File: config.mk
export PLATFORM = sky130hd
export DESIGN_NAME = jts16_busctl
export DESIGN_NICKNAME = d
export VERILOG_FILES = /design/src/rtl/jts16_busctl.sv
export SDC_FILE = /design/constraint.sdc
export NUM_CORES = 1
export LEC_CHECK = 0
export ABC_AREA = 1
export ABC_CLOCK_PERIOD_IN_PS = 1100
export BUFFER_PORTS_ARGS = -buffer_cell sky130_fd_sc_hd__buf_2
export CAP_MARGIN = 25
export CORE_ASPECT_RATIO = 0.75
export CORE_MARGIN = 1.5
export CORE_UTILIZATION = 25
export DETAILED_ROUTE_END_ITERATION = 10
export GPL_TIMING_DRIVEN = 0
export PLACE_DENSITY_LB_ADDON = 0.05
export RECOVER_POWER = 25
export SLEW_MARGIN = 10
export SYNTH_ARGS = -nofsm -noshare
export SYNTH_HDL_FRONTEND = slang
export SYNTH_SLANG_ARGS = --single-unit
File: constraint.sdc
create_clock -name clk -period 1.1 [get_ports clk]
set_input_delay 0.11 -clock clk [delete_from_list [all_inputs] [get_ports clk]]
set_output_delay 0.11 -clock clk [all_outputs]
set_load 0.005 [all_outputs]
File: src/rtl/jts16_busctl.sv
// jts16_busctl: 68000 chip-select decode, DTACK/BERR/VPA generation and autovector IRQ controller.
// Optional wait-state timeout enabled by defining JTS16_BUSCTL_TIMEOUT_EN.
module jts16_busctl #(
  parameter int              NCS      = 8,
  parameter logic [NCS*8-1:0] CS_MATCH = '0,
  parameter logic [NCS*8-1:0] CS_MASK  = '0,
  parameter logic [NCS-1:0]   CS_WAIT  = '0,
  parameter int              TOUT     = 255
) (
  input  logic           clk,
  input  logic           rst,
  input  logic           cpu_cen,
  input  logic           cpu_cenb,
  input  logic [23:1]    A,
  input  logic           ASn,
  input  logic [2:0]     FC,
  output logic [NCS-1:0] cs,
  input  logic [NCS-1:0] ok,
  output logic           DTACKn,
  output logic           BERRn,
  output logic           VPAn,
  input  logic [6:0]     irq_src,
  output logic [2:0]     IPLn
);
  typedef enum logic [2:0] {IDLE, DECODE, WAIT, ACK, ERR, IACK} state_t;
  state_t state_q, state_d;
  logic [NCS-1:0] cs_q, cs_d, dec;
  logic dtackn_q, dtackn_d, berrn_q, berrn_d, vpan_q, vpan_d;
  logic [6:0] pend_q, pend_d, hist_q, clr;
  logic [7:0] lvl;
  logic [2:0] ipln_q, ipln_d;
  logic hit, wt, rdy, tout, iack_go, unused_a;
  always_comb begin
    dec = '0;
    for (int i = NCS-1; i >= 0; i--)
      if ((A[23:16] & CS_MASK[i*8+:8]) == CS_MATCH[i*8+:8]) begin
        dec = '0;
        dec[i] = 1'b1;
      end
  end
  always_comb hit = |cs_q;
  always_comb wt = |(cs_q & CS_WAIT);
  always_comb rdy = |(cs_q & ok);
  always_comb unused_a = ^{A[15:4], cpu_cen, 32'(TOUT)};
`ifdef JTS16_BUSCTL_TIMEOUT_EN
  localparam int CW = $clog2(TOUT+1) > 8 ? $clog2(TOUT+1) : 8;
  logic [CW-1:0] cnt_q, cnt_d;
  always_comb cnt_d = state_q != WAIT ? '0 : cnt_q + CW'(cpu_cen);
  always_comb tout = state_q == WAIT && cnt_q == CW'(TOUT);
  always_ff @(posedge clk) cnt_q <= rst ? '0 : cnt_d;
`else
  always_comb tout = 1'b0;
`endif
  always_ff @(posedge clk) state_q <= rst ? IDLE : state_d;
  always_comb begin
    state_d = state_q;
    if (ASn) state_d = IDLE;
    else
      case (state_q)
        IDLE:    state_d = FC == 3'd7 ? IACK : DECODE;
        DECODE:  state_d = !hit ? ERR : wt ? WAIT : ACK;
        WAIT:    state_d = rdy ? ACK : tout ? ERR : WAIT;
        default: state_d = state_q;
      endcase
  end
  // Strobes may fall straight from DECODE so the fastest access needs no extra clock.
  always_comb begin
    cs_d     = ASn ? '0 : state_q == IDLE ? (FC == 3'd7 ? '0 : dec) : cs_q;
    dtackn_d = ASn | (dtackn_q & ~(cpu_cenb & (state_q == ACK || (state_q == DECODE && hit && !wt))));
    berrn_d  = ASn | (berrn_q & ~(cpu_cenb & (state_q == ERR || (state_q == DECODE && !hit))));
    vpan_d   = ASn | (vpan_q & ~(cpu_cenb & state_q == IACK));
  end
  always_comb begin
    iack_go = state_q == IDLE && !ASn && FC == 3'd7;
    lvl     = 8'd1 << A[3:1];
    clr     = iack_go ? lvl[7:1] : '0;
    pend_d  = (pend_q & ~clr) | (irq_src & ~hist_q);
    ipln_d  = 3'b111;
    for (int k = 0; k < 7; k++)
      if (pend_q[k]) ipln_d = ~3'(k+1);
  end
  always_ff @(posedge clk) begin
    if (rst) begin
      cs_q     <= '0;
      dtackn_q <= 1'b1;
      berrn_q  <= 1'b1;
      vpan_q   <= 1'b1;
      pend_q   <= '0;
      hist_q   <= '0;
      ipln_q   <= 3'b111;
    end else begin
      cs_q     <= cs_d;
      dtackn_q <= dtackn_d;
      berrn_q  <= berrn_d;
      vpan_q   <= vpan_d;
      pend_q   <= pend_d;
      hist_q   <= irq_src;
      ipln_q   <= ipln_d;
    end
  end
  assign cs     = cs_q;
  assign DTACKn = dtackn_q;
  assign BERRn  = berrn_q;
  assign VPAn   = vpan_q;
  assign IPLn   = ipln_q;
endmodule

==> metrics.yaml <==
place.gp.congestion: 0.726
dp_hpwl_um: 1710
cts_max_level: 1
cts-buffers-inserted: 3
grt-ovfl-total: 0
r2r_setup_slack_ns: 0.04
synth_sequential_area_ratio_pct: 43.4
reg2reg_from: "state_q[1]"
io_pins: 60
clock_latency_ns: 0.27
rr_endpoint: "pend_q[5]"
whs_ns: 0.0580
firstDrtPassIters: 4
drive_gt1_share_pct: 28.4
cp-start-kind: "flip-flop"
fin_cells: 252
grt_pass1_vias: 858
io_buffers: 23
fin_crit_ns: 1.06
clkPwrFrac_pct: 32.8
rsz0062_at_grt: "true"
vias_per_cell: 3.78
synth.distinct_cells: 20
netlist_area_um2: 1110
clock.fmax_mhz: 943
arrival_ns: 1.23
antenna_cells: 0
design_area_um2: 1410
outcome: "finished clean"
skew_ns: 0.00546
path_max_fanout: 7
swShare_pct: 25.1
postCtsHoldBufs: 0
grt_max_degree: 14
start_util_pct: 26.7
cp_data_required_time_ns: 1.27
drv_cap: 0
synth.avg_cell_area_um2: 6.88
crit_type: "flip-flop to flip-flop"
root_buffer: "clkbuf_8"
drt-initial-drc-count: 28
cts_tree: "built"
finalCritPeriodShare_pct: 96.4
grt_pass1_wl_um: 3760
irDropWorstVdd_v: 0.000449
cts_num_sinks: 24
wl_um: 2190
setup_slack_ns: 0.0394
clk_pin_slew_ns: 0.09
hold_depth: 3
end_kind: "flip-flop"
antenna_found_initial: 0
yosys_register_bits: 24
remaining_drc_errors: 0
power.leakage_uw: 0.000735
reg2reg_depth: 6
setup_violations: 0
seqPwrFrac_pct: 52.2
chipHeight_um: 60.6
num_vias: 952
grt_usage_pct: 10.3
holdPathEnd: "hist_q[6]"
drtAntennaViolNets: 0
dieArea_um2: 4840
syn_inst: 161
nets: 244
final_core_util_pct: 33.8
die_w_um: 79.9
clock_path_buffers: 2
pwr-share-comb_pct: 15.0
core_um2: 4150
detailedPlace.worstSlack_ns: -0.00234
yosysWarnings: 0
fillers: 470
hold_viol: 0
power_density_nw_per_um2: 1300
intPower_uw: 1370
min_from: "irq_src[6]"
wl_per_cell_um: 8.67
dp_cells: 245
row_count: 20
placed_area_um2: 1310
slew_violations: 0
power_switching_uw: 460
area_growth_pct: 26.9
hold_class: "input port to flip-flop"
[timing repair]
action                     4_1_cts  5_1_grt
resized for setup                1        5
hold endpoints to repair         0        0
buffers inserted                 1        2
pin swaps                        1        2
setup endpoints to repair        5       10
[logic make-up (layout without fill, tap and decap cells)]
family	count (synthesis)	count (layout)	share of synthesized area, %
compound gates	10	10	4.97
simple gates	86	86	34.2
other cells	1	7	0.339
buf+inv	40	70	17.1
flops	24	24	43.4
[through the flow]
step	total power (uW)	TNS, ns
after CTS	1870	0
final	1830	0
after global placement	1240	-0.00345
after floorplan	1160	0
after detailed placement	1250	-0.00234
after global routing	1960	-0.319
[flip-flops by register name, indices dropped and copies added, names as in the netlist]
signal and flops:
hist_q 7, state_q 3, VPAn 1, IPLn 3, BERRn 1, cs 1
DTACKn 1, pend_q 7
[power by group through the flow]
stage,clock network (uW),registers (uW),logic (uW)
2_1_floorplan,0,975,185
3_3_place_gp,0,977,268
3_5_place_dp,0,977,270
4_1_cts,641,958,275
5_1_grt,672,963,324
6_report,600,956,275
[worst max-delay path: stages (launching register included)]
cell     delay [ns]
dfxtp_4        0.38
nor2_4         0.12
nand3_2        0.09
nor2_4         0.18
nand2_1        0.08
nand2_1        0.08
nand2_1        0.04
[cell usage after synthesis]
cell	count	area share [%]
nor3_1	7	3.2
conb_1	1	0.34
buf_4	8	5.4
nor2_2	3	1.7
o211ai_1	1	0.68
nor2_4	2	2.0
nand2_1	48	16
o21ai_0	1	0.45
nand3b_1	1	0.68
nor2_1	16	5.4
dfxtp_1	24	43
a21oi_1	4	1.8
inv_2	6	2.0
o21a_1	1	0.68
buf_6	1	1.0
o21ai_1	3	1.4
nand3_2	2	1.8
nand3_1	7	3.2
inv_1	24	8.1
buf_2	1	0.45
[per-layer routing]
layer  track usage [%]  wire (um)  up-vias
met3              3.76        130        2
met2              14.6        816       21
met1              14.6       1220      389
met4              2.96         21        0
li1                  -          -      540
met5                 0          0        -
[placed cells by master (no fill, tap or decap), types with 2 or more instances in the layout]
cell / Yosys / layout
nor2_1: 16 / 16
buf_2: 1 / 24
nor2_2: 3 / 2
o21ai_1: 3 / 3
nand3_1: 7 / 7
clkbuf_8: 0 / 4
conb_1: 1 / 7
dfxtp_4: 0 / 2
dfxtp_1: 24 / 21
nor2_4: 2 / 3
a21oi_1: 4 / 4
nand3_2: 2 / 2
buf_4: 8 / 11
nand2_1: 48 / 48
inv_1: 24 / 24
inv_2: 6 / 6
nor3_1: 7 / 7
[worst max-delay path by stage]
stage / cells past startpoint / endpoint / start / slack, ns
6_report: 6 / pend_q[5] / state_q[1] / 0.04
5_1_grt: 6 / pend_q[0] / state_q[1] / -0.07
4_1_cts: 7 / DTACKn / state_q[0] / 0.02
3_5_place_dp: 6 / pend_q[5] / state_q[1] / -0.002
3_3_place_gp: 6 / pend_q[6] / state_q[1] / -0.003
2_1_floorplan: 6 / pend_q[6] / state_q[1] / 0.14
[final cells by class]
cell class	count	area, um2	area share (%)
Tap cell	55	68.8	4.90
Buffer	10	76.3	5.43
Sequential cell	24	489	34.8
Timing Repair Buffer	26	138	9.80
Multi-Input combinational cell	103	465	33.1
Inverter	30	113	8.01
Clock buffer	4	55.1	3.92
No activity file was read; power rests on OpenSTA's default activity.
